==> src/rtl/mem_arb_pkg.sv <==
// Shared definitions for the memory access arbiter: FSM state and grant
// encodings, default geometry of the MEMORY block, and the fixed request
// latencies seen by a requester.
package mem_arb_pkg;

  localparam int DATA_WIDTH_DEF = 8;
  localparam int ADDR_WIDTH_DEF = 10;
  localparam int MEM_SIZE_DEF   = 10;  // highest valid address

  // Cycles from the cycle a request is first presented (counted as 1)
  // to the cycle its response is visible.
  localparam int WR_ACK_LATENCY = 2;
  localparam int RD_LATENCY     = 4;

  typedef enum logic [1:0] {
    ST_IDLE    = 2'd0,
    ST_ISSUE   = 2'd1,
    ST_CAPTURE = 2'd2
  } state_e;

  typedef enum logic [1:0] {
    GNT_NONE = 2'd0,
    GNT_W    = 2'd1,
    GNT_A    = 2'd2,
    GNT_B    = 2'd3
  } gnt_e;

endpackage

==> src/rtl/rr_arbiter_3.sv <==
// Three-way round-robin arbiter. Bit 0 = writer, bit 1 = reader A,
// bit 2 = reader B. Priority rotates to start just after the last granted
// requester; the pointer only moves when a grant is actually issued.
// Ports:
//   clk, rst  clock / asynchronous active-high reset
//   en_i      arbitration allowed this cycle
//   req_i     request vector {B, A, W}
//   gnt_o     combinational one-hot grant (all zero when !en_i)
module rr_arbiter_3
  import mem_arb_pkg::*;
(
  input  logic       clk,
  input  logic       rst,
  input  logic       en_i,
  input  logic [2:0] req_i,
  output logic [2:0] gnt_o
);

  // One-hot last-granted requester; resets to B so the writer wins first.
  logic [2:0] last_q, last_d;
  logic [2:0] gnt;

  always_comb begin
    // NOTE: every always_comb output gets a default first so no path can
    // leave it unassigned and infer a latch.
    gnt = 3'b000;
    unique case (last_q)
      3'b001: begin  // last W -> A, B, W
        if      (req_i[1]) gnt = 3'b010;
        else if (req_i[2]) gnt = 3'b100;
        else if (req_i[0]) gnt = 3'b001;
      end
      3'b010: begin  // last A -> B, W, A
        if      (req_i[2]) gnt = 3'b100;
        else if (req_i[0]) gnt = 3'b001;
        else if (req_i[1]) gnt = 3'b010;
      end
      default: begin  // last B -> W, A, B
        if      (req_i[0]) gnt = 3'b001;
        else if (req_i[1]) gnt = 3'b010;
        else if (req_i[2]) gnt = 3'b100;
      end
    endcase
    if (!en_i) gnt = 3'b000;
    last_d = (gnt != 3'b000) ? gnt : last_q;
  end

  // NOTE: sequential state uses non-blocking assignments so every register
  // samples pre-edge values regardless of block ordering.
  always_ff @(posedge clk or posedge rst) begin
    if (rst) last_q <= 3'b100;
    else     last_q <= last_d;
  end

  assign gnt_o = gnt;

endmodule

==> src/rtl/memory_access_arbiter.sv <==
// Front-end of the single-port MEMORY block. Arbitrates one writer and two
// readers onto the shared command bus, keeps commands one-hot, and returns
// read data per port, aligned to the 1-cycle registered read of MEMORY.
// Ports:
//   Clock, Reset                  clock / asynchronous active-high reset
//   iWrReq/iWrAddr/iWrData/oWrAck write request channel
//   iRdReqX/iRdAddrX/oRdAckX      read request channel, X = A, B
//   oRdValidX/oRdDataX            read response (data holds until next valid)
//   oAddrErr                      pulse with ack when address > MEM_SIZE
//   oMem*                         command bus towards MEMORY
//   iMemDataOuta/b                read data from MEMORY
// All outputs are registered.
module memory_access_arbiter
  import mem_arb_pkg::*;
#(
  parameter int DATA_WIDTH = DATA_WIDTH_DEF,
  parameter int ADDR_WIDTH = ADDR_WIDTH_DEF,
  parameter int MEM_SIZE   = MEM_SIZE_DEF
) (
  input  logic                  Clock,
  input  logic                  Reset,
  input  logic                  iWrReq,
  input  logic [ADDR_WIDTH-1:0] iWrAddr,
  input  logic [DATA_WIDTH-1:0] iWrData,
  output logic                  oWrAck,
  input  logic                  iRdReqA,
  input  logic                  iRdReqB,
  input  logic [ADDR_WIDTH-1:0] iRdAddrA,
  input  logic [ADDR_WIDTH-1:0] iRdAddrB,
  output logic                  oRdAckA,
  output logic                  oRdAckB,
  output logic                  oRdValidA,
  output logic                  oRdValidB,
  output logic [DATA_WIDTH-1:0] oRdDataA,
  output logic [DATA_WIDTH-1:0] oRdDataB,
  output logic                  oAddrErr,
  output logic                  oMemWriteEnable,
  output logic                  oMemReadtoa,
  output logic                  oMemReadtob,
  output logic [ADDR_WIDTH-1:0] oMemAddress,
  output logic [DATA_WIDTH-1:0] oMemDataIn,
  input  logic [DATA_WIDTH-1:0] iMemDataOuta,
  input  logic [DATA_WIDTH-1:0] iMemDataOutb
);

  localparam logic [ADDR_WIDTH-1:0] MAX_ADDR = ADDR_WIDTH'(MEM_SIZE);

  state_e state_q, state_d;
  gnt_e   gnt_q, gnt_d;
  logic   err_q, err_d;  // granted address was out of range

  logic                  wr_ack_q, wr_ack_d;
  logic                  rd_ack_a_q, rd_ack_a_d, rd_ack_b_q, rd_ack_b_d;
  logic                  rd_valid_a_q, rd_valid_a_d, rd_valid_b_q, rd_valid_b_d;
  logic [DATA_WIDTH-1:0] rd_data_a_q, rd_data_a_d, rd_data_b_q, rd_data_b_d;
  logic                  addr_err_q, addr_err_d;
  logic                  mem_we_q, mem_we_d, mem_ra_q, mem_ra_d, mem_rb_q, mem_rb_d;
  logic [ADDR_WIDTH-1:0] mem_addr_q, mem_addr_d;
  logic [DATA_WIDTH-1:0] mem_din_q, mem_din_d;

  logic [2:0]            arb_gnt;
  logic [ADDR_WIDTH-1:0] req_addr;

  rr_arbiter_3 u_arb (
    .clk   (Clock),
    .rst   (Reset),
    .en_i  (state_q == ST_IDLE),
    .req_i ({iRdReqB, iRdReqA, iWrReq}),
    .gnt_o (arb_gnt)
  );

  always_comb begin
    state_d      = state_q;
    gnt_d        = gnt_q;
    err_d        = err_q;
    wr_ack_d     = 1'b0;
    rd_ack_a_d   = 1'b0;
    rd_ack_b_d   = 1'b0;
    rd_valid_a_d = 1'b0;
    rd_valid_b_d = 1'b0;
    rd_data_a_d  = rd_data_a_q;
    rd_data_b_d  = rd_data_b_q;
    addr_err_d   = 1'b0;
    mem_we_d     = 1'b0;
    mem_ra_d     = 1'b0;
    mem_rb_d     = 1'b0;
    mem_addr_d   = '0;
    mem_din_d    = '0;
    req_addr     = '0;

    unique case (state_q)
      ST_IDLE: begin
        if (arb_gnt != 3'b000) begin
          state_d = ST_ISSUE;
          if (arb_gnt[0]) begin
            gnt_d    = GNT_W;
            req_addr = iWrAddr;
          end else if (arb_gnt[1]) begin
            gnt_d    = GNT_A;
            req_addr = iRdAddrA;
          end else begin
            gnt_d    = GNT_B;
            req_addr = iRdAddrB;
          end
          err_d      = (req_addr > MAX_ADDR);
          addr_err_d = err_d;
          wr_ack_d   = arb_gnt[0];
          rd_ack_a_d = arb_gnt[1];
          rd_ack_b_d = arb_gnt[2];
          // Out-of-range requests are acked but never reach MEMORY.
          if (!err_d) begin
            mem_we_d   = arb_gnt[0];
            mem_ra_d   = arb_gnt[1];
            mem_rb_d   = arb_gnt[2];
            mem_addr_d = req_addr;
            if (arb_gnt[0]) mem_din_d = iWrData;
          end
        end
      end
      ST_ISSUE: begin
        // MEMORY registers the read during this cycle's closing edge.
        state_d = (gnt_q == GNT_W) ? ST_IDLE : ST_CAPTURE;
      end
      ST_CAPTURE: begin
        state_d = ST_IDLE;
        gnt_d   = GNT_NONE;
        if (gnt_q == GNT_A) begin
          rd_valid_a_d = 1'b1;
          rd_data_a_d  = err_q ? '0 : iMemDataOuta;
        end
        if (gnt_q == GNT_B) begin
          rd_valid_b_d = 1'b1;
          rd_data_b_d  = err_q ? '0 : iMemDataOutb;
        end
      end
      default: state_d = ST_IDLE;
    endcase
  end

  always_ff @(posedge Clock or posedge Reset) begin
    if (Reset) begin
      state_q      <= ST_IDLE;
      gnt_q        <= GNT_NONE;
      err_q        <= 1'b0;
      wr_ack_q     <= 1'b0;
      rd_ack_a_q   <= 1'b0;
      rd_ack_b_q   <= 1'b0;
      rd_valid_a_q <= 1'b0;
      rd_valid_b_q <= 1'b0;
      rd_data_a_q  <= '0;
      rd_data_b_q  <= '0;
      addr_err_q   <= 1'b0;
      mem_we_q     <= 1'b0;
      mem_ra_q     <= 1'b0;
      mem_rb_q     <= 1'b0;
      mem_addr_q   <= '0;
      mem_din_q    <= '0;
    end else begin
      state_q      <= state_d;
      gnt_q        <= gnt_d;
      err_q        <= err_d;
      wr_ack_q     <= wr_ack_d;
      rd_ack_a_q   <= rd_ack_a_d;
      rd_ack_b_q   <= rd_ack_b_d;
      rd_valid_a_q <= rd_valid_a_d;
      rd_valid_b_q <= rd_valid_b_d;
      rd_data_a_q  <= rd_data_a_d;
      rd_data_b_q  <= rd_data_b_d;
      addr_err_q   <= addr_err_d;
      mem_we_q     <= mem_we_d;
      mem_ra_q     <= mem_ra_d;
      mem_rb_q     <= mem_rb_d;
      mem_addr_q   <= mem_addr_d;
      mem_din_q    <= mem_din_d;
    end
  end

  assign oWrAck          = wr_ack_q;
  assign oRdAckA         = rd_ack_a_q;
  assign oRdAckB         = rd_ack_b_q;
  assign oRdValidA       = rd_valid_a_q;
  assign oRdValidB       = rd_valid_b_q;
  assign oRdDataA        = rd_data_a_q;
  assign oRdDataB        = rd_data_b_q;
  assign oAddrErr        = addr_err_q;
  assign oMemWriteEnable = mem_we_q;
  assign oMemReadtoa     = mem_ra_q;
  assign oMemReadtob     = mem_rb_q;
  assign oMemAddress     = mem_addr_q;
  assign oMemDataIn      = mem_din_q;

endmodule

==> config.mk <==
export PLATFORM = sky130hd
export DESIGN_NAME = memory_access_arbiter
export DESIGN_NICKNAME = d
export VERILOG_FILES = /design/src/rtl/mem_arb_pkg.sv /design/src/rtl/rr_arbiter_3.sv /design/src/rtl/memory_access_arbiter.sv
export SDC_FILE = /design/constraint.sdc
export NUM_CORES = 1
export LEC_CHECK = 0
export BUFFER_PORTS_ARGS = -buffer_cell sky130_fd_sc_hd__buf_2
export CORE_ASPECT_RATIO = 1.25
export CORE_MARGIN = 3
export CORE_UTILIZATION = 49
export DETAILED_ROUTE_END_ITERATION = 10
export PLACE_DENSITY = 0.92
export SLEW_MARGIN = 15
export SYNTH_ARGS = -nofsm -noshare
export SYNTH_HDL_FRONTEND = slang
export SYNTH_HIERARCHICAL = 1
export SYNTH_SLANG_ARGS = --single-unit
==> constraint.sdc <==
create_clock -name Clock -period 6.5 [get_ports Clock]
set_input_delay 0.325 -clock Clock [delete_from_list [all_inputs] [get_ports Clock]]
set_output_delay 0.325 -clock Clock [all_outputs]
set_load 0.01 [all_outputs]
==> impl_metrics.env, run 1 <==
export IMPL_antenna_found_initial=0
export IMPL_final_setup_tns_ps=0
export IMPL_placed_cell_area_um2=2730
export IMPL_io_buffers=101
export IMPL_grt_max_degree=49
export IMPL_critPathBufInv=0
export IMPL_synth_top_area_cell="dfrtp_1"
export IMPL_vias=1806
export IMPL_clock_skew_final_ps=8.602
export IMPL_wl_um=4532
export IMPL_antenna_cells=0
export IMPL_place_ws_ps=3614
export IMPL_nets=366
export IMPL_max_freq_mhz=344.1
export IMPL_ys_types=42
export IMPL_power_density_nw_per_um2=344.9
export IMPL_instances_no_fill=364
export IMPL_cts_buffers=5
export IMPL_cts_resized=0
export IMPL_setup_ws_ps=3593
export IMPL_slew_violations=0
export IMPL_min_period_ps=2907
export IMPL_worstPathMaxFanout=16
export IMPL_synth_seq_cells=51
export IMPL_maxSlewHeadroom_pct=36.29
export IMPL_cp_end_kind="flop"
export IMPL_start_kind="flop"
export IMPL_yosysSeqAreaShare_pct=58.68
export IMPL_critical_path_class="reg2reg"
export IMPL_synthToLayoutAreaGrowth_pct=30.29
export IMPL_setup_viol=0
export IMPL_syn_inst=199
export IMPL_die_height_um=80.53
export IMPL_cts_max_path_buffers=2
export IMPL_post_cts_buffers=0
export IMPL_antenna_left=0
export IMPL_worstMarginPinSlew_ps=947.5
export IMPL_filler_cell_count=321
export IMPL_synth_cell_area_um2=2177
export IMPL_io_pins=102
export IMPL_yosysMostFrequentCell="dfrtp_1"
export IMPL_maxCapViolCount=0
export IMPL_crit_chain="nor2_1 -> and2_2 -> and3_1 -> mux2_1 -> mux2i_1 -> o21ai_1 -> a21oi_2 -> nor3b_2"
export IMPL_grt_pass1_vias=1722
export IMPL_grt_usage_pct=18.53
export IMPL_fin_crit_sh_pct=44.72
export IMPL_wl_per_cell_um=12.45
export IMPL_tritoncts="built"
export IMPL_dp_cells=355
export IMPL_core_area_um2=4197
export IMPL_clk_latency_ps=300
export IMPL_cts_reportedPaths_clkPinSlew_ps=90
export IMPL_grt_first_pass_wirelength_um=7500
export IMPL_drive_above_1_share_pct=40.58
export IMPL_critical_path_max_stage_delay_ps=450
export IMPL_die_area_um2=5284
export IMPL_cts_sinks=51
export IMPL_drt_iter0_markers=88
export IMPL_synth_ff_type="dfrtp_1"
export IMPL_synth_top_area_share_pct=57.47
export IMPL_rsz0062_at_grt="false"
export IMPL_die_x_um=65.62
export IMPL_holdBufCountCts=1
export IMPL_h_tree_depth=2
export IMPL_gr_total_overflow=0
export IMPL_cp_arrival_ps=3130
export IMPL_cts_root_buf="clkbuf_8"
export IMPL_synthArstFlopShare_pct=100.0
export IMPL_gp_congestion=0.9500
export IMPL_start_util_pct=51.88
export IMPL_yosysWarnings=6
export IMPL_row_count=26
export IMPL_cp_slowest_cell="dfrtp_1"
export IMPL_dp_hpwl_um=3609
export IMPL_status="finished clean"
export IMPL_synth_edf_count=0
export IMPL_hold_class="in2reg"
export IMPL_critPathRequiredTime_ps=6730
export IMPL_ir_drop_v=0.0001768
export IMPL_synthTopCellsByArea="dfrtp_1, nand2b_1, o21ai_1"
export IMPL_fin_area_um2=2836
export IMPL_crit_family="simple AND/OR/NAND/NOR gates"
export IMPL_synth_commonest_cells="dfrtp_1, nand2_1, o21ai_1"
export IMPL_final_core_util_pct=67.59
export IMPL_vias_per_cell=4.962
export IMPL_finalHoldViolCount=0
export IMPL_drt_pass1_iterations=4
export IMPL_postSynthAreaPerCell_um2=10.94
export IMPL_drc_errors=0
export IMPL_p_leak_nw=1.522
## layout by cell type (no fill, tap or decap), types with 2 or more instances in the layout
master and count:
nor2_1 10, nor3b_2 3, nor3_1 4, a21oi_1 2, nand3_1 2, clkbuf_8 5, mux2i_1 4, mux2_1 3
nand2_1 21, o21ai_1 20, o22ai_1 2, inv_2 7, o21ai_0 4, and3_1 10, dfrtp_1 50, nor4_1 3
conb_1 6, nor3b_1 2, and2_1 5, nand2b_1 16, inv_1 5, buf_2 101
## final cells by class
type	instances	area [µm²]	share of cell area, %
Multi-Input combinational cell	135	832.0	29.33
Tap cell	56	70.07	2.470
Inverter	12	45.04	1.588
Clock buffer	5	68.82	2.426
Sequential cell	51	1277	45.04
Clock inverter	3	27.53	0.9704
Timing Repair Buffer	102	515.5	18.17
## final timing paths
kind	start	endpoint	slack, ps	cells past startpoint
setup reg to reg	state_q[0]$_DFFE_PP0P_	oMemAddress[2]$_DFF_PP0_	3590	8
hold reg to reg	oRdDataB[0]$_DFFE_PP0P_	oRdDataB[0]$_DFFE_PP0P_	480	2
hold / removal	iWrData[7]	oMemDataIn[7]$_DFF_PP0_	250	2
max in group asynchronous	Reset	oRdAckA$_DFF_PP0_	5140	3
setup / recovery	state_q[0]$_DFFE_PP0P_	oMemAddress[2]$_DFF_PP0_	3590	8
min in group asynchronous	Reset	u_arb/last_q[1]$_DFFE_PP0P_	440	3
## cell families (layout without fill, tap and decap cells)
group / Yosys count / in the layout / synth area share (%)
AO/OA/AOI/OAI: 40 / 40 / 11.95
flip-flops: 51 / 51 / 58.68
other: 1 / 6 / 0.1722
buffers and inverters: 18 / 122 / 3.965
AND/OR/NAND/NOR: 82 / 82 / 21.84
multiplexers: 7 / 7 / 3.391
## per-stage QoR
step / hold WS [ps] / total power, mW
final: 246.0 / 0.9783
after global routing: 228.6 / 1.052
after CTS: 237.0 / 0.9894
after detailed placement: 208.1 / 0.8031
after global placement: 207.1 / 0.7887
after floorplan: 77.92 / 0.6885
## layer usage
| layer | track usage [%] | part of all wire, % |
|---|---|---|
| met3 | 3.217 | 7.0 |
| met5 | 0 | 0 |
| met2 | 33.40 | 51 |
| met4 | 9.129 | 2.0 |
| met1 | 20.62 | 40 |
## report_power, final
part	switching, mW	internal (mW)
registers	0.0545	0.398
clock network	0.106	0.0790
logic	0.199	0.143
total	0.359	0.620
## worst reg2reg max path, cell delays in order (launching register included)
cell     delay, ps
dfrtp_1        450
nor2_1         300
and2_2         230
and3_1         420
mux2_1         370
mux2i_1        250
o21ai_1        130
a21oi_2        430
nor3b_2        250
## registers in the layout, indices dropped and copies added, names as in the netlist, 2 cells and up
signal        count
u_arb/last_q      3
oMemDataIn        8
oRdDataB          8
oMemAddress      10
oRdDataA          8
state_q           2
gnt_q             2
Note: power is estimated with default switching activity, not from simulation.
==> inputs of run 2 (changes only) <==
- CORE_UTILIZATION: 49 -> 46
- PLACE_DENSITY: 0.92 -> 0.87
- clock period: 6.5 -> 2.7 ns (I/O delays scaled with it)
==> run 2 against run 1 <==
Effect of this change: total power rose to 2.5 times the previous value; clock skew barely moved; first-iteration DRC count is 23% higher; via count up 2.9%; clock power is 150% higher; sequential power is 140% higher; fmax is 14% higher; count of clock-buffer cells in the layout stayed put; final area rose by 2.1%; combinational power rose to 2.7 times the previous value; final cell count is 2.5% higher; critical path type unchanged; largest power group unchanged.
==> impl_metrics.env, run 2 (synthesis gave the netlist of run 1 again) <==
export IMPL_cts_buffers=5
export IMPL_die_x_um=67.53
export IMPL_start_util_pct=48.45
export IMPL_tritoncts="built"
export IMPL_grt_pass1_vias=1778
export IMPL_worstPathMaxFanout=10
export IMPL_fin_total_pwr_mw=2.455
export IMPL_cp_arrival_ps=2800
export IMPL_gr_total_overflow=0
export IMPL_layout_commonest_cell="buf_2"
export IMPL_maxUsedRoutingLayer="met4"
export IMPL_largest_register_ff_count=10
export IMPL_io_buffers=101
export IMPL_vias=1858
export IMPL_clock_skew_final_ps=8.618
export IMPL_grt_usage_pct=18.20
export IMPL_wl_um=4989
export IMPL_finalHoldViolCount=0
export IMPL_maxSlewHeadroom_pct=37.43
export IMPL_status="finished clean"
export IMPL_worstMarginPinSlew_ps=937.2
export IMPL_worstReg2RegEnd="oMemDataIn[3]$_DFF_PP0_"
export IMPL_gp_congestion=0.8344
export IMPL_drt_iter0_markers=108
export IMPL_row_count=27
export IMPL_critPathRequiredTime_ps=2950
export IMPL_drive_above_1_share_pct=42.22
export IMPL_cts_max_path_buffers=2
export IMPL_antenna_found_initial=0
export IMPL_synthToLayoutAreaGrowth_pct=33.05
export IMPL_power_density_nw_per_um2=847.4
export IMPL_max_freq_mhz=392.8
export IMPL_ff2ff_path_depth=9
export IMPL_instances_no_fill=373
export IMPL_core_area_um2=4493
export IMPL_placed_cell_area_um2=2785
export IMPL_critical_path_class="reg2reg"
export IMPL_dr_wl_met2_um=2659
export IMPL_worstHoldStart="iWrData[5]"
export IMPL_wl_met1_um=1862
export IMPL_cts_root_buf="clkbuf_8"
export IMPL_grt_first_pass_wirelength_um=7790
export IMPL_cts_sinks=51
export IMPL_filler_cell_count=374
export IMPL_post_cts_buffers=0
export IMPL_p_leak_nw=1.555
export IMPL_ir_drop_v=0.0004852
export IMPL_wl_per_cell_um=13.38
export IMPL_setup_viol=0
export IMPL_cts_reportedPaths_clkPinSlew_ps=100
export IMPL_min_period_ps=2546
export IMPL_grt_max_degree=49
export IMPL_vias_per_cell=4.981
export IMPL_rrSetupSlack_ps=150
export IMPL_start_kind="flop"
export IMPL_cp_end_kind="flop"
export IMPL_dp_cells=364
export IMPL_layout_common_cells="buf_2, dfrtp_1, nand2_1"
export IMPL_h_tree_depth=2
export IMPL_io_pins=102
export IMPL_fin_area_um2=2897
export IMPL_antenna_left=0
export IMPL_hold_class="in2reg"
export IMPL_die_height_um=82.92
export IMPL_antenna_cells=0
export IMPL_drc_errors=0
export IMPL_die_area_um2=5599
export IMPL_clk_latency_ps=310
export IMPL_wl_met3_um=372
export IMPL_hold_end="oMemDataIn[5]$_DFF_PP0_"
export IMPL_min_path_cells=2
export IMPL_drt_pass1_iterations=4
export IMPL_maxCapViolCount=0
export IMPL_fin_crit_sh_pct=94.29
export IMPL_dp_hpwl_um=3863
export IMPL_rr_startpoint="u_arb/last_q[2]$_DFFE_PP1P_"
export IMPL_slew_violations=0
export IMPL_nets=373
run 2: changes by cell type in the layout (fill, tap and decap cells not counted):
cell    before  now
buf_4        0    7
and3_1      10    9
and3_4       0    1
run 2: worst max-delay path by stage:
stage                                startpoint                        to  slack [ps]  depth (start not counted)
finish              u_arb/last_q[2]$_DFFE_PP1P_   oMemDataIn[3]$_DFF_PP0_         150                          9
global route        u_arb/last_q[2]$_DFFE_PP1P_   oMemDataIn[3]$_DFF_PP0_          -1                          9
CTS                 u_arb/last_q[2]$_DFFE_PP1P_   oMemDataIn[3]$_DFF_PP0_         120                          9
detailed placement  u_arb/last_q[2]$_DFFE_PP1P_   oMemDataIn[3]$_DFF_PP0_          -4                          9
global placement    u_arb/last_q[2]$_DFFE_PP1P_   oMemDataIn[4]$_DFF_PP0_         140                          9
floorplan                state_q[0]$_DFFE_PP0P_  oMemAddress[1]$_DFF_PP0_         330                         10
run 2: layout make-up:
cell class              instances  area, µm²  area share [%]
clock buffers                   5      68.82           2.376
clock inverters                 3      27.53          0.9503
inverters                      12      45.04           1.555
multi-input cells             135      837.1           28.90
flip-flops and latches         51       1277           44.10
well taps                      58      72.57           2.505
repair buffers                109      568.0           19.61
run 2: report_power, final:
| group | switching (mW) | internal, mW | total, mW |
|---|---|---|---|
| Combinational | 0.507 | 0.404 | 0.911 |
| Sequential | 0.132 | 0.957 | 1.09 |
| Clock | 0.264 | 0.190 | 0.454 |
run 2: worst max-delay path, cell delays in order, from the launching register on:
cell and delay (ps):
dfstp_2 590, nor3b_1 60, o21ai_0 240, and3_4 310, nor4b_4 230, a32oi_1 130
a211o_1 330, a21oi_2 240, buf_4 210, and3_1 160
run 2: per-stage QoR:
stage	util [%]	worst slack [ps]	setup TNS [ps]	hold slack, ps
after floorplan	-	327.8	0	-112.1
after global placement	61.99	141.0	0	20.34
after detailed placement	61.99	-3.539	-6.239	20.63
after CTS	64.38	124.7	0	48.63
after global routing	64.47	-1.013	-1.013	42.99
final	64.47	154.3	0	51.67
run 2: timing repair:
action / in CTS / in global routing
gates resized for setup: 1 / 1
pin swaps: 0 / 1
endpoints found under the setup margin: 8 / 8
hold buffers: 1 / 0
endpoints found under the hold margin: 3 / 0
run 2: layer usage:
metal	vias to the layer above	global-route usage, %
met5	-	0
met1	863	19.82
li1	905	-
met2	81	32.77
met4	0	7.380
met3	9	3.789
==> inputs of run 3 (changes only) <==
- ABC_AREA: default -> 1
==> run 3 against run 2 <==
Effect of this change: total power is 2.3% higher; fmax grew 13%; global-route usage decreased by 1.3 points; core utilization fell by 1.1 points; non-clock buffer count is 7 lower; critical endpoint is now err_q$_DFFE_PP0P_; largest power group unchanged.
==> impl_metrics.env, run 3 <==
export IMPL_grt_max_degree=49
export IMPL_maxCapViolCount=0
export IMPL_ir_drop_v=0.0004098
export IMPL_layout_common_cells="buf_2, inv_1, dfrtp_1"
export IMPL_die_area_um2=5585
export IMPL_cts_reportedPaths_clkPinSlew_ps=90
export IMPL_io_buffers=101
export IMPL_core_area_um2=4493
export IMPL_p_leak_nw=1.706
export IMPL_min_path_cells=3
export IMPL_synthArstFlopShare_pct=100.0
export IMPL_worstPathMaxFanout=9
export IMPL_max_freq_mhz=444.0
export IMPL_nets=415
export IMPL_fin_total_pwr_mw=2.510
export IMPL_h_tree_depth=2
export IMPL_dp_hpwl_um=3489
export IMPL_dp_cells=406
export IMPL_fin_crit_sh_pct=83.41
export IMPL_wl_um=4416
export IMPL_cp_end_kind="flop"
export IMPL_power_density_nw_per_um2=881.3
export IMPL_cts_buffers=5
export IMPL_row_count=27
export IMPL_gr_total_overflow=0
export IMPL_synth_top_area_share_pct=57.64
export IMPL_yosysWarnings=6
export IMPL_antenna_left=0
export IMPL_worstMarginPinSlew_ps=926.8
export IMPL_tritoncts="built"
export IMPL_min_period_ps=2252
export IMPL_hold_class="in2reg"
export IMPL_drc_errors=0
export IMPL_slew_violations=0
export IMPL_io_pins=102
export IMPL_multi_input_area_um2=665.6
export IMPL_final_setup_tns_ps=0
export IMPL_yosysMostFrequentCell="inv_1"
export IMPL_yosysSeqAreaShare_pct=58.85
export IMPL_antenna_cells=0
export IMPL_synth_edf_count=0
export IMPL_postSynthAreaPerCell_um2=8.825
export IMPL_place_ws_ps=473.5
export IMPL_finalHoldViolCount=0
export IMPL_cts_sinks=51
export IMPL_synth_cell_area_um2=2171
export IMPL_grt_pass1_vias=1764
export IMPL_holdWs_ps=38.27
export IMPL_placed_cell_area_um2=2743
export IMPL_filler_cell_count=376
export IMPL_status="finished clean"
export IMPL_fin_area_um2=2848
export IMPL_synth_seq_cells=51
export IMPL_vias_per_cell=4.569
export IMPL_final_core_util_pct=63.38
export IMPL_start_util_pct=48.32
export IMPL_grt_first_pass_wirelength_um=7272
export IMPL_rsz0062_at_grt="false"
export IMPL_instances_no_fill=415
export IMPL_antenna_found_initial=0
export IMPL_grt_usage_pct=16.89
export IMPL_syn_inst=246
export IMPL_ff2ff_path_depth=17
export IMPL_synth_top_area_cell="dfrtp_1"
export IMPL_synth_ff_type="dfrtp_1"
export IMPL_seq_area_um2=1277
export IMPL_die_height_um=82.81
export IMPL_ys_types=25
export IMPL_critPathRequiredTime_ps=2890
export IMPL_synth_commonest_cells="inv_1, dfrtp_1, nand2_1"
export IMPL_synthToLayoutAreaGrowth_pct=31.18
export IMPL_critical_path_class="reg2reg"
export IMPL_cts_max_path_buffers=2
export IMPL_setup_viol=0
export IMPL_drt_iter0_markers=109
export IMPL_start_kind="flop"
export IMPL_clk_latency_ps=290
export IMPL_gp_congestion=0.7966
export IMPL_maxSlewHeadroom_pct=38.13
export IMPL_wl_per_cell_um=10.64
export IMPL_die_x_um=67.45
export IMPL_cts_root_buf="clkbuf_8"
export IMPL_layout_commonest_cell="buf_2"
export IMPL_clock_skew_final_ps=8.037
export IMPL_drt_pass1_iterations=4
export IMPL_largest_register_ff_count=10
export IMPL_setup_ws_ps=448.0
export IMPL_drive_above_1_share_pct=34.45
export IMPL_synthTopCellsByArea="dfrtp_1, inv_1, nand2_1"
export IMPL_cp_arrival_ps=2440
export IMPL_vias=1896
-- run 3: cell types whose count changed in the layout (fill, tap and decap cells not counted), moves of 12 or more --
cell	previous run	this run
inv_1	5	54
nand3_1	2	27
nor2_1	10	35
o21ai_1	20	1
nand2_1	21	37
nand2b_1	16	0
o21ai_0	4	16
-- run 3: kinds of logic (layout without fill, tap and decap cells) --
group	Yosys count	in the layout	synth area share, %
buf+inv	61	167	11.35
flops	51	51	58.85
compound gates	21	21	5.591
other cells	1	6	0.1727
simple gates	112	112	24.03
-- run 3: worst max-delay path: stages, from the launching register on --
cell and delay, ps:
dfstp_2 530, inv_1 70, nand3_1 90, nand3_1 90, nand2_1 90, nand2_2 70
inv_1 320, inv_8 70, nand2_1 90, inv_1 70, nand2_1 50, nand2_1 50
nor2_1 130, nand2_1 90, nand2_2 110, nand2_1 90, nand2_1 90, nand2_1 50
-- run 3: worst paths after layout --
kind | start | end | slack, ps
max | u_arb/last_q[2]$_DFFE_PP1P_ | err_q$_DFFE_PP0P_ | 450
min | iWrData[5] | oMemDataIn[5]$_DFF_PP0_ | 40
max reg2reg | u_arb/last_q[2]$_DFFE_PP1P_ | err_q$_DFFE_PP0P_ | 450
min reg2reg | state_q[1]$_DFFE_PP0P_ | state_q[1]$_DFFE_PP0P_ | 480
max in group asynchronous | Reset | oRdDataA[0]$_DFFE_PP0P_ | 1520
min in group asynchronous | Reset | u_arb/last_q[1]$_DFFE_PP0P_ | 250
-- run 3: final cells by class --
type	count	area share [%]
well taps	58	2.548
clock buffers	7	3.032
clock inverters	1	0.3076
flip-flops and latches	51	44.86
multi-input cells	139	23.37
inverters	57	7.777
repair buffers	102	18.10
-- run 3: where the power goes --
| group | leakage, nW | internal (mW) | switching (mW) | total (mW) |
|---|---|---|---|---|
| clock network | 0.0484 | 0.210 | 0.225 | 0.435 |
| registers | 0.653 | 0.977 | 0.0975 | 1.07 |
| logic | 1.00 | 0.349 | 0.651 | 1.00 |
-- run 3: per-layer routing --
metal / wire length [µm] / track usage (%) / part of all wire (%)
met4: 114 / 8.672 / 2.6
met5: 0 / 0 / 0
met2: 2235 / 30.23 / 51
met3: 347 / 3.654 / 7.9
met1: 1719 / 17.75 / 39
-- run 3: what timing repair did --
action / in CTS / in global routing
endpoints found under the hold margin: 3 / 0
resized for setup: 0 / 0
hold buffers: 1 / 0
setup buffers: 0 / 0
